`src/rtl/muldiv_pkg.sv`:
```
// Shared types and constants for the iterative multiply/divide unit.
package muldiv_pkg;

    // Control FSM states.
    typedef enum logic [1:0] {
        IDLE = 2'd0,
        BUSY = 2'd1,
        FIX  = 2'd2,
        DONE = 2'd3
    } muldiv_state_e;

    // Operation select encoding on op_div.
    localparam logic MD_OP_MUL = 1'b0;
    localparam logic MD_OP_DIV = 1'b1;

    // Widest operand supported; the divide-by-zero quotient is sliced from this.
    localparam int MD_MAX_XLEN = 64;

    // Quotient returned for a divide by zero (all ones at any width).
    localparam logic [MD_MAX_XLEN-1:0] MD_DIV0_QUOT = {MD_MAX_XLEN{1'b1}};

endpackage

```
`src/rtl/muldiv_sign_fix.sv`:
```
// Conditional two's-complement negate: result = neg ? -value : value.
module muldiv_sign_fix #(
    parameter int W = 32
) (
    input  logic         neg,
    input  logic [W-1:0] value,
    output logic [W-1:0] result
);

    logic [W-1:0] one_s;

    assign one_s = {{(W-1){1'b0}}, 1'b1};

    // Select between the value and its two's complement.
    always_comb begin
        result = value;
        if (neg) begin
            result = ~value + one_s;
        end else begin
            result = value;
        end
    end

endmodule

```
`src/rtl/muldiv_unit.sv`:
```
// Iterative radix-2 multiply/divide unit with valid/ready handshakes.
// Multiply: shift-add into a 2*XLEN accumulator. Divide: restoring
// shift-subtract. Results are HI/LO (product halves or remainder/quotient).
// Optional feature macro: MULDIV_EARLY_OUT_EN -- a divide with |op1| < |op2|
// and op2 != 0 skips the iteration and finishes in two cycles.
module muldiv_unit
    import muldiv_pkg::*;
#(
    parameter int XLEN  = 32,
    parameter int CNT_W = $clog2(XLEN) + 1
) (
    input  logic            clk,
    input  logic            resetn,
    input  logic            in_valid,
    output logic            in_ready,
    input  logic            op_div,
    input  logic            op_sign,
    input  logic [XLEN-1:0] op1,
    input  logic [XLEN-1:0] op2,
    input  logic            cancel,
    output logic            out_valid,
    input  logic            out_ready,
    output logic [XLEN-1:0] out_hi,
    output logic [XLEN-1:0] out_lo,
    output logic            out_div0
);

    muldiv_state_e     state_r;
    muldiv_state_e     state_nxt_s;

    logic [CNT_W-1:0]  cnt_r;
    logic [2*XLEN-1:0] acc_r;       // {hi, lo}: product or {remainder, dividend/quotient}
    logic [XLEN-1:0]   opb_r;       // multiplicand or divisor magnitude
    logic              is_div_r;
    logic              div0_r;
    logic              neg_lo_r;
    logic              neg_hi_r;
    logic              out_valid_r;
    logic [XLEN-1:0]   out_hi_r;
    logic [XLEN-1:0]   out_lo_r;
    logic              out_div0_r;

    logic              accept_s;
    logic              last_iter_s;
    logic              early_s;
    logic              s1_s;
    logic              s2_s;
    logic [XLEN-1:0]   mag1_s;
    logic [XLEN-1:0]   mag2_s;
    logic [XLEN:0]     mul_add_s;
    logic [XLEN:0]     mul_sum_s;
    logic [2*XLEN-1:0] mul_next_s;
    logic [XLEN:0]     div_shift_s;
    logic [XLEN:0]     div_diff_s;
    logic [2*XLEN-1:0] div_next_s;
    logic [XLEN-1:0]   res_hi_raw_s;
    logic [XLEN-1:0]   res_lo_raw_s;
    logic [XLEN-1:0]   hi_neg_s;
    logic [XLEN-1:0]   lo_fix_s;
    logic [XLEN-1:0]   hi_fix_s;
    logic [XLEN-1:0]   lo_res_s;

    assign in_ready    = (state_r == IDLE) & ~cancel;
    assign accept_s    = in_valid & in_ready;
    assign last_iter_s = (cnt_r == CNT_W'(XLEN - 1));

    assign out_valid   = out_valid_r;
    assign out_hi      = out_hi_r;
    assign out_lo      = out_lo_r;
    assign out_div0    = out_div0_r;

    // Operand magnitudes.
    assign s1_s = op_sign & op1[XLEN-1];
    assign s2_s = op_sign & op2[XLEN-1];

    muldiv_sign_fix #(.W(XLEN)) u_mag1 (.neg(s1_s), .value(op1), .result(mag1_s));
    muldiv_sign_fix #(.W(XLEN)) u_mag2 (.neg(s2_s), .value(op2), .result(mag2_s));

`ifdef MULDIV_EARLY_OUT_EN
    assign early_s = (op_div == MD_OP_DIV) & (|mag2_s) & (mag1_s < mag2_s);
`else
    assign early_s = 1'b0;
`endif

    // One multiply step: conditionally add the multiplicand, shift right.
    assign mul_add_s  = acc_r[0] ? {1'b0, opb_r} : {(XLEN+1){1'b0}};
    assign mul_sum_s  = {1'b0, acc_r[2*XLEN-1:XLEN]} + mul_add_s;
    assign mul_next_s = {mul_sum_s, acc_r[XLEN-1:1]};

    // One restoring divide step: shift in the next dividend bit, try subtract.
    assign div_shift_s = {acc_r[2*XLEN-1:XLEN], acc_r[XLEN-1]};
    assign div_diff_s  = div_shift_s - {1'b0, opb_r};
    assign div_next_s  = div_diff_s[XLEN]
                       ? {div_shift_s[XLEN-1:0], acc_r[XLEN-2:0], 1'b0}
                       : {div_diff_s[XLEN-1:0],  acc_r[XLEN-2:0], 1'b1};

    // Result sign correction.
    assign res_hi_raw_s = acc_r[2*XLEN-1:XLEN];
    assign res_lo_raw_s = acc_r[XLEN-1:0];

    muldiv_sign_fix #(.W(XLEN)) u_fix_lo (.neg(neg_lo_r), .value(res_lo_raw_s), .result(lo_fix_s));
    muldiv_sign_fix #(.W(XLEN)) u_fix_hi (.neg(neg_hi_r), .value(res_hi_raw_s), .result(hi_neg_s));

    // Product high half: the +1 of a 2*XLEN negate only carries into HI when LO is zero.
    always_comb begin
        hi_fix_s = hi_neg_s;
        if (!is_div_r && neg_hi_r && (|res_lo_raw_s)) begin
            hi_fix_s = ~res_hi_raw_s;
        end else begin
            hi_fix_s = hi_neg_s;
        end
    end

    // LO result: divide by zero forces the all-ones quotient.
    always_comb begin
        lo_res_s = lo_fix_s;
        if (is_div_r && div0_r) begin
            lo_res_s = MD_DIV0_QUOT[XLEN-1:0];
        end else begin
            lo_res_s = lo_fix_s;
        end
    end

    // State register.
    always_ff @(posedge clk) begin
        if (!resetn) begin
            state_r <= IDLE;
        end else begin
            state_r <= state_nxt_s;
        end
    end

    // Next-state logic; cancel returns to IDLE from anywhere.
    always_comb begin
        state_nxt_s = state_r;
        if (cancel) begin
            state_nxt_s = IDLE;
        end else begin
            case (state_r)
                IDLE: begin
                    if (accept_s) begin
                        state_nxt_s = early_s ? FIX : BUSY;
                    end else begin
                        state_nxt_s = IDLE;
                    end
                end
                BUSY: begin
                    if (last_iter_s) begin
                        state_nxt_s = FIX;
                    end else begin
                        state_nxt_s = BUSY;
                    end
                end
                FIX: begin
                    state_nxt_s = DONE;
                end
                DONE: begin
                    if (out_ready) begin
                        state_nxt_s = IDLE;
                    end else begin
                        state_nxt_s = DONE;
                    end
                end
                default: begin
                    state_nxt_s = IDLE;
                end
            endcase
        end
    end

    // Datapath: operand capture, iteration, result registration.
    always_ff @(posedge clk) begin
        if (!resetn) begin
            cnt_r       <= {CNT_W{1'b0}};
            acc_r       <= {(2*XLEN){1'b0}};
            opb_r       <= {XLEN{1'b0}};
            is_div_r    <= 1'b0;
            div0_r      <= 1'b0;
            neg_lo_r    <= 1'b0;
            neg_hi_r    <= 1'b0;
            out_valid_r <= 1'b0;
            out_hi_r    <= {XLEN{1'b0}};
            out_lo_r    <= {XLEN{1'b0}};
            out_div0_r  <= 1'b0;
        end else if (cancel) begin
            out_valid_r <= 1'b0;
        end else begin
            case (state_r)
                IDLE: begin
                    if (accept_s) begin
                        cnt_r    <= {CNT_W{1'b0}};
                        is_div_r <= op_div;
                        div0_r   <= (op_div == MD_OP_DIV) & ~(|op2);
                        neg_lo_r <= s1_s ^ s2_s;
                        neg_hi_r <= (op_div == MD_OP_DIV) ? s1_s : (s1_s ^ s2_s);
                        opb_r    <= (op_div == MD_OP_MUL) ? mag1_s : mag2_s;
                        if (early_s) begin
                            acc_r <= {mag1_s, {XLEN{1'b0}}};
                        end else if (op_div == MD_OP_MUL) begin
                            acc_r <= {{XLEN{1'b0}}, mag2_s};
                        end else begin
                            acc_r <= {{XLEN{1'b0}}, mag1_s};
                        end
                    end else begin
                        cnt_r <= cnt_r;
                    end
                end
                BUSY: begin
                    cnt_r <= cnt_r + {{(CNT_W-1){1'b0}}, 1'b1};
                    acc_r <= is_div_r ? div_next_s : mul_next_s;
                end
                FIX: begin
                    out_hi_r    <= hi_fix_s;
                    out_lo_r    <= lo_res_s;
                    out_div0_r  <= is_div_r & div0_r;
                    out_valid_r <= 1'b1;
                end
                DONE: begin
                    if (out_ready) begin
                        out_valid_r <= 1'b0;
                    end else begin
                        out_valid_r <= 1'b1;
                    end
                end
                default: begin
                    out_valid_r <= 1'b0;
                end
            endcase
        end
    end

endmodule
```
`config.mk`:
```
export PLATFORM = sky130hd
export DESIGN_NAME = muldiv_unit
export DESIGN_NICKNAME = d
export VERILOG_FILES = /design/src/rtl/muldiv_pkg.sv /design/src/rtl/muldiv_sign_fix.sv /design/src/rtl/muldiv_unit.sv
export SDC_FILE = /design/constraint.sdc
export NUM_CORES = 1
export LEC_CHECK = 0
export CORE_UTILIZATION = 30
export DETAILED_ROUTE_END_ITERATION = 7
export GPL_ROUTABILITY_DRIVEN = 1
export PLACE_DENSITY = 0.54
export SYNTH_ARGS = -nofsm -noshare
export SYNTH_HDL_FRONTEND = slang
export SYNTH_SLANG_ARGS = --single-unit
```
`constraint.sdc`:
```
create_clock -name clk -period 9.5 [get_ports clk]
set_clock_uncertainty 0.15 [all_clocks]
set_input_delay 0.95 -clock clk [delete_from_list [all_inputs] [get_ports clk]]
set_output_delay 0.95 -clock clk [all_outputs]
set_load 0.05 [all_outputs]
```
==> flow_metrics.env <==
export IMPL_yosys_most_used_dff="dfxtp_1"
export IMPL_mappedNetlistArea_mm2=0.0139
export IMPL_maximum_clock_insertion_buffer_count=2
export IMPL_synth_most_common_cell="nor2_1"
export IMPL_globalRouteTotalUtil_pct=21.2
export IMPL_finalSetupViolCount=0
export IMPL_drt_drc_violations_left=0
export IMPL_endpoint_kind="flip-flop"
export IMPL_ir_drop_mv=0.118
export IMPL_power_switching_uw=685
export IMPL_clock_sink_total=174
export IMPL_worst_hold_path_class="flip-flop to flip-flop"
export IMPL_top_layer_used="met4"
export IMPL_critical_path_startpoint_type="flip-flop"
export IMPL_r2r_start="acc_r[0]"
export IMPL_layout_min_cycle_time_ns=4.68
export IMPL_netlist_instances=1860
export IMPL_clkTransAtPathRegs_ns=0.08
export IMPL_timing_critical_path_fanout_max=20
export IMPL_floorplan_rows=78
export IMPL_seq_power_share_pct=39.5
export IMPL_async_sr_flop_fraction_pct=0
export IMPL_power_clock_fraction_pct=37.2
export IMPL_dr_vias=14100
export IMPL_hold_endpoint="out_hi[9]"
export IMPL_die_w_um=217
export IMPL_r2r_end="out_hi[31]"
export IMPL_timing_critical_path_mode_cell="or4_4"
export IMPL_internal_power_mw=1.29
export IMPL_finalWeightedCongestion=0.913
export IMPL_post_synth_top_area_cell="dfxtp_1"
export IMPL_netlist_top_cells_area="dfxtp_1 25%, a21oi_1 6.6%, ha_1 6.2%, o21ai_0 6.2%, xor2_1 5.9%"
export IMPL_r2r_slack_ns=4.82
export IMPL_globalRoute_totalOverflow=0
export IMPL_worst_path_class_setup="flip-flop to flip-flop"
export IMPL_power_density_mw_per_mm2=121
export IMPL_mappedNetlistNets=2002
export IMPL_grt_antenna_before_repair=0
export IMPL_post_synth_num_cell_types=75
export IMPL_cts_buffers=17
export IMPL_hp_start="out_hi[9]"
export IMPL_synth_warning_count=0
export IMPL_layout_cell_area_non_filler_mm2=0.0163
export IMPL_cts_tree="yes"
export IMPL_placement_cell_area_mm2=0.0158
export IMPL_r2r_worst_path_cells=11
export IMPL_cts_setup_buffers=0
export IMPL_worst_ep_required_time_ns=9.71
export IMPL_met2_wirelength_um=23600
export IMPL_number_of_enable_type_register_cells_in_the_synthesized_netlist=0
export IMPL_final_min_period_over_clock_period_pct=49.2
export IMPL_avgRoutedWirePerCell_um=19.9
export IMPL_insertedDiodeCount=0
export IMPL_cts_htree_levels=4
export IMPL_viasPerCell=5.56
export IMPL_dr_wl_met3_um=2410
export IMPL_wl_met1_um=22900
export IMPL_status="complete, no violations"
export IMPL_worst_path_buf_inv=2
export IMPL_critical_path_slowest_cell="or4_4"
export IMPL_rsz0062_at_grt="false"
export IMPL_clock_root_buffer="clkbuf_16"
export IMPL_chipHeight_um=217
export IMPL_area_growth_pct=17.4
export IMPL_cp_arrival_ns=4.88
export IMPL_combinationalPowerShare_pct=23.4
export IMPL_slew_violations=0
export IMPL_tns_ns=0
export IMPL_max_cap_viols=0
export IMPL_io_pins=138
export IMPL_num_nets_final=2066
export IMPL_timing_hold_violations_final=0
export IMPL_drt_antenna_violating_nets=0
export IMPL_first_global_vias=13500
export IMPL_drt_total_wl_um=50400
export IMPL_synth_top_cells_by_count="202 x nor2_1, 184 x a21oi_1, 174 x dfxtp_1, 171 x o21ai_0, 145 x nand2_1"
export IMPL_dr_first_iter_drc_count=1177
export IMPL_finalCoreUtilization_pct=35.8
export IMPL_grt_pass1_wl_um=78000
export IMPL_detailed_place_hpwl_um=37900
export IMPL_crit_chain="inv_1, buf_4, ha_1, nand4b_1, or4_4, o41a_4, or4_4, o21a_1, a21oi_2, xor2_1, o21ai_1"
export IMPL_synth_top_cell_area_share_pct=25.0
export IMPL_drtPass1Iterations=5
export IMPL_timing_worst_slew_pin_value_ns=1.09
export IMPL_postSynthRegisterBits=174
export IMPL_slowest_delay_ns=0.63
export IMPL_sw_frac_of_total_pct=34.7
export IMPL_post_cts_resized=0
export IMPL_slew_limit_headroom_pct=27.1
export IMPL_synth_area_per_cell_um2=7.48
export IMPL_timing_hold_worst_path_depth=2
export IMPL_grt_start_max_net_pins=81
export IMPL_path_delay_family="simple AND/OR/NAND/NOR gates"
export IMPL_io_buffer_count=137
export IMPL_worst_skew_pair_late_latency_ns=0.48
export IMPL_floorplan_die_area_mm2=0.0472
export IMPL_p_leak_nw=6.06
export IMPL_final_layout_size_suffix_gt1_share_pct=5.32
export IMPL_starting_density_of_the_core_pct=30.5
export IMPL_cts_hold_buffers_added=0
export IMPL_maxClockFrequency_mhz=214
export IMPL_seq_area_frac_synth_pct=25.0
export IMPL_core_region_area_mm2=0.0456
-- stage by stage --
step	hold slack, ns	instances	power (mW)	setup WS [ns]
6_report	0.305	2537	1.97	4.82
5_1_grt	0.328	2537	2.05	4.62
4_1_cts	0.309	2537	1.99	4.85
3_5_place_dp	0.299	2505	1.25	4.87
3_3_place_gp	0.292	2505	1.25	4.96
2_1_floorplan	0.282	1860	1.09	5.62
-- cells in the final DEF (no fill, tap or decap), types with 7 or more instances in the layout --
master / count
a21o_1: 24
or2_2: 9
a311o_1: 8
and3_1: 11
a211oi_1: 46
nand2_1: 145
nor3_1: 35
a21oi_2: 10
nor4_1: 16
o211ai_1: 17
buf_4: 20
mux2_2: 11
nor2_1: 199
inv_1: 59
a22oi_1: 15
or3_1: 23
o21ai_1: 9
o41ai_1: 15
o21a_1: 10
mux2i_1: 74
and2_1: 7
nand3_1: 48
nor2b_1: 11
xor2_1: 94
o31ai_1: 21
clkdlybuf4s50_1: 135
ha_1: 69
a31oi_1: 17
nand4_1: 16
nand2b_1: 21
dfxtp_1: 173
xnor2_1: 75
clkbuf_16: 17
a21oi_1: 183
o21ai_0: 171
o22ai_1: 7
-- worst reg2reg max path: cells and delay by family, from the launching register on --
| kind | cells | cell delay [ns] |
|---|---|---|
| adder cells (fa/ha/maj) | 1 | 0.27 |
| AO/OA/AOI/OAI | 4 | 1.18 |
| flip-flops | 1 | 0.36 |
| buffers and inverters | 2 | 0.96 |
| AND/OR/NAND/NOR | 3 | 1.44 |
| XOR/XNOR | 1 | 0.18 |
-- power groups by stage --
stage | Combinational (mW) | Clock, mW | Sequential [mW]
floorplan | 0.315 | 0 | 0.780
global placement | 0.452 | 0 | 0.796
detailed placement | 0.455 | 0 | 0.796
CTS | 0.457 | 0.750 | 0.779
global route | 0.501 | 0.770 | 0.782
finish | 0.462 | 0.734 | 0.779
-- logic make-up (layout without fill, tap and decap cells) --
| group | Yosys count | after routing | share of synthesized area [%] |
|---|---|---|---|
| AO/OA/AOI/OAI | 614 | 614 | 27.4 |
| XOR/XNOR | 169 | 169 | 10.6 |
| adder cells (fa/ha/maj) | 71 | 71 | 6.49 |
| buffers and inverters | 172 | 249 | 4.79 |
| flip-flops | 174 | 174 | 25.0 |
| multiplexers | 85 | 85 | 6.21 |
| AND/OR/NAND/NOR | 575 | 575 | 19.5 |
-- layout make-up --
cell class	instances	area, um2
fill	4789	29200
multi-input combinational	1514	9780
sequential	174	3480
timing repair buffer	157	1510
tap	600	751
clock buffer	18	439
inverter	60	226
clock inverter	14	139
-- state kept, by name, summed over array words and instances (netlist names) --
signal,count
is_div_r,1
out_div0,1
opb_r,32
neg_hi_r,1
div0_r,1
out_lo,32
neg_lo_r,1
out_valid,1
acc_r,64
out_hi,32
state_r,2
cnt_r,6
-- worst max-delay path by stage --
stage               from    endpoint  slack [ns]  cells after the start
2_1_floorplan  acc_r[18]  out_hi[30]        5.62                     10
3_3_place_gp      op2[9]   acc_r[21]        4.96                     10
3_5_place_dp    acc_r[0]  out_hi[31]        4.87                     11
4_1_cts         acc_r[0]  out_hi[31]        4.85                     11
5_1_grt         acc_r[0]  out_hi[31]        4.62                     11
6_report        acc_r[0]  out_hi[31]        4.82                     11
-- per-layer routing --
metal / GRT usage [%] / vias up
met5: 0 / -
li1: - / 6881
met3: 2.66 / 73
met1: 28.1 / 6744
met4: 8.45 / 0
met2: 34.7 / 406
(Power assumes the default switching activity.)
